==> config.mk <==
export PLATFORM = sky130hd
export DESIGN_NAME = stepper_move_ctrl
export DESIGN_NICKNAME = d
export VERILOG_FILES = /design/src/rtl/stepper_move_ctrl.sv
export SDC_FILE = /design/constraint.sdc
export NUM_CORES = 1
export LEC_CHECK = 0
export CORE_MARGIN = 3
export CORE_UTILIZATION = 35
export CTS_CLUSTER_DIAMETER = 60
export DETAILED_ROUTE_END_ITERATION = 8
export PLACE_DENSITY_LB_ADDON = 0.05
export SLEW_MARGIN = 5
export SYNTH_ARGS = -nofsm -noshare
export SYNTH_HDL_FRONTEND = slang
export SYNTH_SLANG_ARGS = --single-unit
export TNS_END_PERCENT = 30
==> constraint.sdc <==
create_clock -name CLK50MHZ -period 5.2 [get_ports CLK50MHZ]
set_input_delay 1.04 -clock CLK50MHZ [delete_from_list [all_inputs] [get_ports CLK50MHZ]]
set_output_delay 1.04 -clock CLK50MHZ [all_outputs]
set_load 0.005 [all_outputs]
==> src/rtl/stepper_move_ctrl.sv <==
// Move sequencer for the unipolar stepper: accepts move commands and steps the 8-phase
// half-step coil pattern at the commanded rate. Define STEPPER_RAMP_EN for trapezoid ramping.
module stepper_move_ctrl #(
    parameter int unsigned CNT_W      = 16,
    parameter int unsigned DIV_W      = 24,
    parameter int unsigned MIN_PERIOD = 50000,
    parameter int unsigned RAMP_START = 500000,
    parameter int unsigned RAMP_STEP  = 10000
) (
    input  logic              CLK50MHZ,
    input  logic              RSTN,
    input  logic              cmd_valid,
    output logic              cmd_ready,
    input  logic              cmd_dir,
    input  logic [CNT_W-1:0]  cmd_steps,
    input  logic [DIV_W-1:0]  cmd_period,
    input  logic              abort,
    output logic [3:0]        coil,
    output logic              busy,
    output logic              done,
    output logic [31:0]       position
);

    typedef enum logic [1:0] {StIdle, StRun, StDone} state_t;

    localparam logic [DIV_W-1:0] MinPeriod = DIV_W'(MIN_PERIOD);

    state_t             state_q, state_d;
    logic [2:0]         index_q, index_d;
    logic [3:0]         coil_q, coil_d;
    logic [31:0]        position_q, position_d;
    logic               dir_q, dir_d;
    logic [CNT_W-1:0]   remaining_q, remaining_d;
    logic [DIV_W-1:0]   period_q, period_d;
    logic [DIV_W-1:0]   timer_q, timer_d;

    logic [DIV_W-1:0]   eff_cmd;
    logic [DIV_W-1:0]   step_period;
    logic [2:0]         index_next;
    logic               step_now;

    function automatic logic [3:0] phase(input logic [2:0] idx);
        logic [3:0] pat;
        case (idx)
            3'd0:    pat = 4'b0100;
            3'd1:    pat = 4'b0110;
            3'd2:    pat = 4'b0010;
            3'd3:    pat = 4'b1010;
            3'd4:    pat = 4'b1000;
            3'd5:    pat = 4'b1001;
            3'd6:    pat = 4'b0001;
            default: pat = 4'b0101;
        endcase
        return pat;
    endfunction

    assign eff_cmd    = (cmd_period < MinPeriod) ? MinPeriod : cmd_period;
    assign index_next = dir_q ? (index_q + 3'd1) : (index_q - 3'd1);

`ifdef STEPPER_RAMP_EN
    localparam logic [DIV_W-1:0] RampStart = DIV_W'(RAMP_START);
    localparam logic [DIV_W-1:0] RampStep  = DIV_W'(RAMP_STEP);

    logic [DIV_W-1:0]   cur_q, cur_d;
    logic [CNT_W-1:0]   accel_q, accel_d;
    logic [DIV_W-1:0]   ramp_cap;
    logic [DIV_W:0]     ramp_up;
    logic [CNT_W-1:0]   rem_after;

    assign step_period = cur_q;
    // Decel ceiling never drops below the commanded period for slow moves.
    assign ramp_cap    = (period_q > RampStart) ? period_q : RampStart;
    assign ramp_up     = {1'b0, cur_q} + {1'b0, RampStep};
    assign rem_after   = remaining_q - CNT_W'(1);
`else
    assign step_period = period_q;
`endif

    assign step_now = (state_q == StRun) && (timer_q == step_period - DIV_W'(1));

    always_comb begin
        state_d     = state_q;
        index_d     = index_q;
        coil_d      = coil_q;
        position_d  = position_q;
        dir_d       = dir_q;
        remaining_d = remaining_q;
        period_d    = period_q;
        timer_d     = timer_q;
`ifdef STEPPER_RAMP_EN
        cur_d       = cur_q;
        accel_d     = accel_q;
`endif
        case (state_q)
            StIdle: begin
                if (cmd_valid) begin
                    dir_d       = cmd_dir;
                    remaining_d = cmd_steps;
                    period_d    = eff_cmd;
                    timer_d     = '0;
`ifdef STEPPER_RAMP_EN
                    cur_d       = (eff_cmd > RampStart) ? eff_cmd : RampStart;
                    accel_d     = '0;
`endif
                    if (cmd_steps == '0) begin
                        state_d = StDone;
                    end else begin
                        state_d = StRun;
                        coil_d  = phase(index_q);
                    end
                end
            end
            StRun: begin
                if (step_now) begin
                    index_d     = index_next;
                    coil_d      = phase(index_next);
                    position_d  = dir_q ? (position_q + 32'd1) : (position_q - 32'd1);
                    remaining_d = remaining_q - CNT_W'(1);
                    timer_d     = '0;
`ifdef STEPPER_RAMP_EN
                    if (rem_after <= accel_q) begin
                        cur_d = (ramp_up >= {1'b0, ramp_cap}) ? ramp_cap : ramp_up[DIV_W-1:0];
                    end else if (cur_q > period_q) begin
                        cur_d   = ((cur_q - period_q) > RampStep) ? (cur_q - RampStep) : period_q;
                        accel_d = accel_q + CNT_W'(1);
                    end
`endif
                    if (remaining_q == CNT_W'(1)) begin
                        state_d = StDone;
                    end
                end else begin
                    timer_d = timer_q + DIV_W'(1);
                end
                // A step coinciding with abort is still taken above.
                if (abort) begin
                    state_d = StDone;
                end
            end
            StDone: begin
                state_d = StIdle;
            end
            default: begin
                state_d = StIdle;
            end
        endcase
    end

    always_ff @(posedge CLK50MHZ or negedge RSTN) begin
        if (!RSTN) begin
            state_q     <= StIdle;
            index_q     <= '0;
            coil_q      <= '0;
            position_q  <= '0;
            dir_q       <= 1'b0;
            remaining_q <= '0;
            period_q    <= MinPeriod;
            timer_q     <= '0;
`ifdef STEPPER_RAMP_EN
            cur_q       <= '0;
            accel_q     <= '0;
`endif
        end else begin
            state_q     <= state_d;
            index_q     <= index_d;
            coil_q      <= coil_d;
            position_q  <= position_d;
            dir_q       <= dir_d;
            remaining_q <= remaining_d;
            period_q    <= period_d;
            timer_q     <= timer_d;
`ifdef STEPPER_RAMP_EN
            cur_q       <= cur_d;
            accel_q     <= accel_d;
`endif
        end
    end

    assign cmd_ready = (state_q == StIdle);
    assign busy      = (state_q == StRun);
    assign done      = (state_q == StDone);
    assign coil      = coil_q;
    assign position  = position_q;

endmodule

# Word level (Yosys, flattened, before mapping)
# Index checks and enable logic that the tools add are counted.
[totals]
reg_bits = 106
out_inout_bits = 39
elab_cells = 70
[op_classes]
addsub = 7
order_cmp = 1
eq_ne = 21
n_mux = 21
reduce_logical = 12
[ops]
columns = ["cell", "count"]
rows = [
  ["24-bit two-way mux", 3],
  ["4-bit case mux with 7 select lines", 2],
  ["24-bit case mux with 2 select lines", 1],
  ["32-bit by 1-bit adder with 32-bit output, second input constant", 1],
  ["16-bit two-way mux", 2],
  ["32-bit two-way mux", 1],
  ["16-bit case mux with 2 select lines", 1],
  ["32-bit by 1-bit subtractor with 32-bit output, second input constant", 1],
  ["24-bit by 1-bit adder with 24-bit output, second input constant", 1],
  ["24-bit == test", 1],
  ["24-bit by 16-bit less-than comparator with 1-bit output, second input constant", 1],
  ["24-bit by 1-bit subtractor with 24-bit output, second input constant", 1],
  ["3-bit == test, second input constant", 6],
  ["16-bit by 1-bit == test with 1-bit output, second input constant", 1],
  ["16-bit zero test", 1],
  ["16-bit by 1-bit subtractor with 16-bit output, second input constant", 1],
  ["3-bit by 2-bit == test with 1-bit output, second input constant", 4],
  ["4-bit two-way mux", 3],
  ["2-bit two-way mux", 5],
  ["4-bit case mux with 2 select lines", 1],
  ["3-bit by 1-bit == test with 1-bit output, second input constant", 2],
  ["3-bit zero test", 2],
  ["3-bit by 2-bit inequality test with 1-bit output, second input constant", 2],
  ["2-bit AND reduction", 3],
  ["13 further kinds", 15],
]

# Logic depth before layout (Yosys ltp)
# Gate-level depths: netlist of the first run.
[depth]
depth_word = 6
depth_mapped = 14

# Least setup slack after synthesis of the first run
# No wires, ideal clock.
[synth_timing]
path_type = "flip-flop to flip-flop"
start = "register dir_q"
end = "register position_q[31] (netlist: position[31])"
arrival_ps = 3588
t_required_ps = 5068
path_slack_ps = 1481
path_stages_with_launch = 13
path_buffers = 1
cell_sequence = "dfrtp_1 -> clkbuf_1 -> clkinv_1 -> ha_1 -> a211oi_1 -> nor2_1 -> nor4_1 -> a21oi_1 -> a31oi_1 -> o21ai_0 -> nor4_1 -> nor4_4 -> xor2_1"
[synth_via]
elab_chain_cells = 1
[synth_rtl]
columns = ["item", "line", "text"]
rows = [
  ["from (decl)", "32", "logic dir_q, dir_d;"],
  ["from (signal assigned)", "167", "dir_q <= dir_d;"],
  ["32-bit two-way mux", "117", "position_d = dir_q ? (position_q + 32'd1) : (position_q - 32'd1);"],
  ["to (signal assigned)", "166", "position_q <= position_d;"],
  ["to (decl)", "31", "logic [31:0] position_q, position_d;"],
]
# Every way passes these cells.
# A chain may end at the register's enable or synchronous reset.

# Worst setup path after layout of the first run
[layout_timing]
start = "register period_q[0]"
end = "register remaining_q[9]"
[layout_via]
elab_chain_cells = 5
[layout_rtl]
columns = ["item", "line", "text"]
rows = [
  ["from (decl)", "34", "logic [DIV_W-1:0] period_q, period_d;"],
  ["from (signal assigned)", "156", "period_q <= MinPeriod;"],
  ["from (signal assigned)", "169", "period_q <= period_d;"],
  ["24-bit by 1-bit subtractor with 24-bit output", "79", "assign step_now = (state_q == StRun) && (timer_q == step_period - DIV_W'(1));"],
  ["24-bit == test", "79", ""],
  ["1-bit logical AND", "79", ""],
  ["2-bit by 1-bit inequality test with 1-bit output (no line)", "--", ""],
  ["3-bit AND reduction (no line)", "--", ""],
  ["to (signal assigned)", "168", "remaining_q <= remaining_d;"],
  ["to (decl)", "33", "logic [CNT_W-1:0] remaining_q, remaining_d;"],
]
# Every way passes these cells.

==> results of run 1 <==
-- sequential cells by signal, indices dropped and copies added, names as in the netlist --
signal / cells
dir_q: 1
coil: 4
timer_q: 24
index_q: 3
position: 32
remaining_q: 16
state_q: 2
period_q: 24
-- power by group through the flow --
stage | combinational (mW) | sequential (mW) | clock (mW)
final | 1.68 | 1.28 | 0.720
after global routing | 1.89 | 1.31 | 0.781
after CTS | 1.69 | 1.27 | 0.745
after detailed placement | 1.68 | 1.29 | 0
after global placement | 1.64 | 1.28 | 0
after floorplan | 1.28 | 1.19 | 0
-- final timing paths --
kind | endpoint | cells after the start | startpoint
setup / recovery | remaining_q[9] | 12 | period_q[0]
hold / removal | state_q[1] | 1 | state_q[1]
setup reg to reg | remaining_q[9] | 12 | period_q[0]
hold reg to reg | state_q[1] | 1 | state_q[1]
max in group asynchronous | remaining_q[14] | 2 | RSTN
min in group asynchronous | period_q[2] | 1 | RSTN
-- routing by layer --
metal | global-route usage, % | up-vias | routed length [microns]
met5 | 0 | - | 0
met4 | 7.45 | 0 | 502
met3 | 3.69 | 40 | 927
met2 | 30.9 | 148 | 10200
met1 | 22.4 | 3255 | 9310
li1 | - | 3332 | -
-- cell type report --
| type | count | area, sq um | share of cell area, % |
|---|---|---|---|
| clock inverters | 2 | 35.0 | 0.395 |
| well taps | 270 | 338 | 3.80 |
| clock buffers | 14 | 264 | 2.97 |
| inverters | 25 | 93.8 | 1.06 |
| repair buffers | 97 | 933 | 10.5 |
| flip-flops and latches | 106 | 2660 | 30.0 |
| multi-input cells | 703 | 4560 | 51.3 |
-- cell usage in the layout, fill, tap and decap left out, types with 3 or more instances in the layout --
cell type / count
and4_1: 4
o22a_1: 9
a21o_1: 16
buf_4: 15
and3_1: 20
nor3b_1: 3
mux2_2: 8
nand3_1: 32
o22ai_1: 3
nor3_1: 20
nor2_1: 52
or2_2: 4
nand2_1: 110
clkbuf_16: 9
dfrtp_1: 100
a31oi_1: 14
nand4_1: 9
clkbuf_1: 3
and2_1: 4
mux2i_1: 12
a21oi_1: 67
nor4_1: 25
o21a_1: 5
xnor2_1: 34
o21ai_0: 63
nand2b_1: 15
xor2_1: 29
dfstp_2: 6
a221oi_1: 3
inv_1: 24
o21bai_1: 4
nand4b_1: 4
clkdlybuf4s50_1: 82
a211oi_1: 6
or3_1: 13
a22oi_1: 6
o211ai_1: 13
ha_1: 40
o31ai_1: 5
a22o_1: 9
-- through the flow --
| step | hold WS, ns | setup slack (ns) | util, % | cells | power, mW |
|---|---|---|---|---|---|
| 2_1_floorplan | 0.440 | 1.48 | - | 872 | 2.47 |
| 3_3_place_gp | 0.463 | 1.31 | 41.6 | 1201 | 2.93 |
| 3_5_place_dp | 0.466 | 1.29 | 41.6 | 1201 | 2.97 |
| 4_1_cts | 0.478 | 1.26 | 43.1 | 1217 | 3.71 |
| 5_1_grt | 0.507 | 0.954 | 43.1 | 1217 | 3.99 |
| 6_report | 0.475 | 1.28 | 43.1 | 1217 | 3.68 |
-- worst register-to-register path, stage by stage, from the launching register on --
cell and delay, ns:
dfrtp_1 0.42, inv_1 0.09, ha_1 0.21, or4b_1 0.65, nor4b_1 0.42, xnor2_1 0.16, nand4_1 0.09, nor4_1 0.36
and4_4 0.37, nand3_2 0.34, buf_4 0.40, a22oi_1 0.21, o22a_1 0.16
-- cells by family (layout without fill, tap and decap cells) --
group / count (synthesis) / after routing
buf+inv: 63 / 138
compound gates: 246 / 246
xor+xnor: 63 / 63
flops: 106 / 106
fa+ha+maj: 41 / 41
mux: 20 / 20
simple gates: 333 / 333
==> metrics.yaml, run 1 <==
status:
  status: "finished, final reports clean"
cts:
  cts_root_buf: "clkbuf_16"
  clkLatencyLatePin_ns: 0.35
  path_clk_slew_ns: 0.07
  hold_buffers: 0
  post_cts_resized: 0
  cts_setup_buffers: 0
  cts_sinks: 106
  cts_tree: "yes"
  clock_path_buffers: 2
  htree_levels: 3
  cts_buffers: 9
min_path:
  hp-class: "register to register"
place:
  place_hpwl_microns: 15600
  gp_congestion: 0.866
  port_buffers: 83
  place_area_sq_um: 8580
pwr:
  power.leakage_nw: 3.77
  seqPwrFrac_pct: 34.7
  intPower_mw: 2.14
  ir_worst_vdd_uv: 167
  swShare_pct: 42.0
  p_comb_share_pct: 45.7
  switchingPower_mw: 1.55
  pwr-share-clk_pct: 19.6
  pwr_density_cell_nw_per_um2: 415
worst_setup_path:
  slowest_stage: "or4b_1"
  path_max_fanout: 42
  cp_num_buf_inv: 2
  critical-path-top-delay-family: "simple AND/OR/NAND/NOR gates"
  rrSetupSlack_ns: 1.28
  path_class: "register to register"
  crit_chain: "inv_1 -> ha_1 -> or4b_1 -> nor4b_1 -> xnor2_1 -> nand4_1 -> nor4_1 -> and4_4 -> nand3_2 -> buf_4 -> a22oi_1 -> o22a_1"
  crit_path_start_kind: "register"
  cp_data_required_time_ns: 5.49
  crit_arrival_ns: 4.21
  critical-path-max-stage-delay_ns: 0.65
  crit_path_end_kind: "register"
sta:
  tightest_slew_ns: 0.720
  timing.setup.tns_ns: 0
  hold_viol: 0
  timing.fmax_ghz: 0.255
  clock-skew-final_ns: 0.00650
  setup_viol: 0
  rsz0062_at_grt: "false"
  fin_crit_sh_pct: 75.4
  relSlewSlack_pct: 51.8
  post-route-min-period_ns: 3.92
  slew_viol_final: 0
synthesis:
  synth_top_area_share_pct: 33.5
  ys_top_cells_by_count: "nand2_1 (110), dfrtp_1 (100), a21oi_1 (67), o21ai_0 (63), nor2_1 (52)"
  synth_flop_cell: "dfrtp_1"
  syn_nets: 958
  yosys_warnings: 0
  synth_top_family_by_area: "simple AND/OR/NAND/NOR gates"
  ys_ff_latch: 106
  synth-async-reset-ratio_pct: 100
  seq_area_frac_synth_pct: 35.6
  synth_mux_area_share_pct: 2.81
  synth_compound_area_share_pct: 21.0
  synth_edf_count: 0
  synth_largest_area_cell: "dfrtp_1"
  synth_top_cells_by_area: "dfrtp_1 (33%), ha_1 (6.7%), nand2_1 (5.5%), a21oi_1 (4.5%), o21ai_0 (4.2%)"
  avgSynthCellArea_sq_um: 8.57
  synthSimpleGateAreaFrac_pct: 22.8
  synthXorXnorAreaFrac_pct: 7.38
  netlist_area_sq_um: 7480
  ys_types: 76
  synthMostInstantiatedCell: "nand2_1"
  synthAdderAreaFrac_pct: 6.96
  synthCells: 872
layout:
  syn2layout_area_growth_pct: 18.8
  antenna_cells: 0
  fillers: 2029
  nets: 1028
  layout-drive-gt1-share_pct: 6.02
  fin_area_sq_um: 8880
floorplan:
  num_io_pins: 84
  fp.dieW_microns: 152
  die_area_sq_um: 23200
  initial_utilization_pct: 36.3
  die_h_microns: 152
  num_rows: 52
  core_sq_um: 20600
global_routing:
  grt_pass1_wl_microns: 35100
  grt_pass1_vias: 6979
  grt_usage_pct: 18.1
  overflow: 0
  antenna_found_initial: 0
  grt_max_degree: 46
route:
  first_iter_violations: 304
  wirelength_microns: 21000
  drc_errors: 0
  antenna_left: 0
  vias_per_cell: 5.57
  drt_pass1_iterations: 5
  vias: 6775
  routedWlPerCell_microns: 17.2
run:
  drv_cap: 0
(Power assumes the default switching activity.)
==> inputs of run 2 (changes only) <==
Clock period 5.2 ns to 3.47 ns, I/O delays scaled along.
==> run 2 against run 1 <==
Net effect:
- clock-buffer cell count fell by 5
- combinational power increased by 56%
- sequential share of layout area decreased by 0.53 points
- fmax rose by 19%
- via count rose by 0.21%
- flip-flop and latch count unchanged
- clock power increased by 39%
- global-route usage is 0.21 points lower
- critical path depth is 2 lower
- total power is 51% higher
- highest routed layer is now met5
==> metrics.yaml, run 2 (synthesized netlist as in run 1, its figures left out) <==
floorplan:
  die_h_microns: 152  # unchanged
  initial_utilization_pct: 36.3  # unchanged
  die_area_sq_um: 23200  # unchanged
  core_sq_um: 20600  # unchanged
  num_rows: 52  # unchanged
  fp.dieW_microns: 152  # unchanged
  num_io_pins: 84  # unchanged
cts:
  hold_buffers: 0  # unchanged
  cts_tree: "yes"  # unchanged
  path_clk_slew_ns: 0.07  # about the same
  htree_levels: 3  # unchanged
  cts_root_buf: "clkbuf_16"  # unchanged
  cts_buffers: 9  # unchanged
  clock_path_buffers: 2  # unchanged
  cts_sinks: 106  # unchanged
  clkLatencyLatePin_ns: 0.36  # was 0.35 ns
status:
  status: "finished, final reports clean"  # unchanged
sta:
  timing.setup.tns_ns: 0  # unchanged
  clock-skew-final_ns: 0.0121  # was 0.00650 ns
  layout_setup_ws_ns: 0.170  # was 1.28 ns
  hold_viol: 0  # unchanged
  setup_viol: 0  # unchanged
  tightest_slew_ns: 0.737  # was 0.720 ns
  fin_crit_sh_pct: 95.1  # was 75.4%
  rsz0062_at_grt: "false"  # unchanged
  relSlewSlack_pct: 50.8  # was 51.8%
  post-route-min-period_ns: 3.30  # was 3.92 ns
  timing.fmax_ghz: 0.303  # was 0.255 GHz
  slew_viol_final: 0  # unchanged
worst_setup_path:
  path_class: "register to register"  # unchanged
  cp_data_required_time_ns: 3.71  # was 5.49 ns
  crit_arrival_ns: 3.54  # was 4.21 ns
  crit_path_start_kind: "register"  # unchanged
  path_max_fanout: 7  # was 42
  crit_path_end_kind: "register"  # unchanged
route:
  drc_errors: 0  # unchanged
  first_iter_violations: 407  # was 304
  vias: 6789  # was 6,775
  drt_pass1_iterations: 5  # unchanged
  vias_per_cell: 5.53  # was 5.57
  wirelength_microns: 21000  # about the same
  antenna_left: 0  # unchanged
  routedWlPerCell_microns: 17.1  # was 17.2 microns
layout:
  final_cell_mix: "nand2_1 (110), dfrtp_1 (100), clkdlybuf4s50_1 (82), a21oi_1 (67), o21ai_0 (62)"  # was nand2_1 (110), dfrtp_1 (100), clkdlybuf4s50_1 (82), a21oi_1 (67), o21ai_0 (63)
  fillers: 1975  # was 2,029
  final_common_cell: "nand2_1"  # unchanged
  final_util_pct: 43.8  # was 43.1%
  layout-drive-gt1-share_pct: 8.35  # was 6.02%
  stdcell_count: 1228  # was 1,217
  largest_reg_flops: 32  # unchanged
  syn2layout_area_growth_pct: 20.9  # was 18.8%
  nets: 1039  # was 1,028
  antenna_cells: 0  # unchanged
place:
  port_buffers: 83  # unchanged
  dpl_worst_slack_ns: 0.0573  # was 1.29 ns
  dp.cells: 1211  # was 1,201
  gp_congestion: 0.838  # was 0.866
  place_hpwl_microns: 15900  # was 15,600 microns
pwr:
  pwr-share-clk_pct: 18.1  # was 19.6%
  ir_worst_vdd_uv: 260  # was 167 uV
  switchingPower_mw: 2.39  # was 1.55 mW
  swShare_pct: 43.1  # was 42.0%
  p_comb_share_pct: 47.3  # was 45.7%
  seqPwrFrac_pct: 34.6  # was 34.7%
  intPower_mw: 3.15  # was 2.14 mW
  power.leakage_nw: 3.82  # was 3.77 nW
  pwr_density_cell_nw_per_um2: 613  # was 415 nW/um^2
  fin_total_pwr_mw: 5.54  # was 3.68 mW
global_routing:
  overflow: 0  # unchanged
  grt_pass1_wl_microns: 34500  # was 35,100 microns
  grt_usage_pct: 17.9  # was 18.1%
  antenna_found_initial: 1  # was 0
  grt_pass1_vias: 6913  # was 6,979
  grt_max_degree: 53  # was 46
min_path:
  hp-class: "primary input to asynchronous set/reset pin"  # was register to register
run:
  drv_cap: 0  # unchanged
==> run 2: cell count changes in the layout (fill, tap and decap cells not counted), moves of 2 or more <==
cell | before | now
clkbuf_8 | 2 | 0
clkbuf_1 | 3 | 0
inv_6 | 0 | 2
buf_4 | 15 | 21
buf_6 | 0 | 2
clkinvlp_4 | 0 | 3
buf_12 | 0 | 3
==> run 2: through the flow <==
| stage | hold WS (ns) | cell area [sq um] |
|---|---|---|
| detailed placement | 0.467 | 8690 |
| CTS | 0.428 | 8970 |
| global placement | 0.461 | 8690 |
| finish | 0.386 | 9040 |
| floorplan | 0.398 | 7480 |
| global route | 0.452 | 9040 |
==> run 2: worst max-delay path, stage by stage (launching register included) <==
cell and delay (ns):
dfrtp_1 0.43, or4_4 0.60, or3_4 0.46, o32a_1 0.32, a211oi_2 0.14, nand2_1 0.11, and4_4 0.23, and3_4 0.19
buf_12 0.13, o21ai_4 0.21, mux2_2 0.36
==> run 2: layout make-up <==
cell class	instances	area (sq um)	share of cell area [%]
multi-input combinational	703	4600	50.9
sequential	106	2660	29.4
timing repair buffer	108	1060	11.7
tap	270	338	3.74
clock buffer	9	225	2.49
inverter	25	96.3	1.07
clock inverter	7	53.8	0.595
==> run 2: path summary, 6_finish.rpt <==
check | start | end | slack [ns] | cells past startpoint
max in group asynchronous | RSTN | position[25] | 2.28 | 2
min | RSTN | period_q[7] | 0.39 | 1
min in group CLK50MHZ | position[31] | position[31] | 0.48 | 1
max reg2reg | period_q[5] | coil[3] | 0.17 | 10
max | period_q[5] | coil[3] | 0.17 | 10
min reg2reg | position[31] | position[31] | 0.48 | 1
==> run 2: what timing repair did <==
item                                    CTS  global route
resized for setup                         0            13
endpoints found under the setup margin    0            38
setup buffers                             0             1
==> run 2: power by group through the flow <==
| stage | clock network (mW) | registers (mW) | logic (mW) |
|---|---|---|---|
| floorplan | 0 | 1.78 | 1.92 |
| global placement | 0 | 1.92 | 2.53 |
| detailed placement | 0 | 1.92 | 2.58 |
| CTS | 1.04 | 1.90 | 2.59 |
| global route | 1.09 | 1.97 | 2.93 |
| finish | 1.00 | 1.92 | 2.62 |
==> run 2: per-layer routing <==
layer	share of wire (%)	vias to the layer above	global-route usage, %	routed length, microns
met5	0.062	-	0	13
met4	2.0	2	5.35	418
met3	4.0	33	3.69	842
met2	50	142	31.6	10500
met1	44	3250	22.0	9280
li1	-	3362	-	-
==> inputs of run 3 (changes only) <==
Settings changed: CAP_MARGIN set to 5.
==> results of run 3 <==
The final DEF is identical to that of run 2; final timing and power are the same.
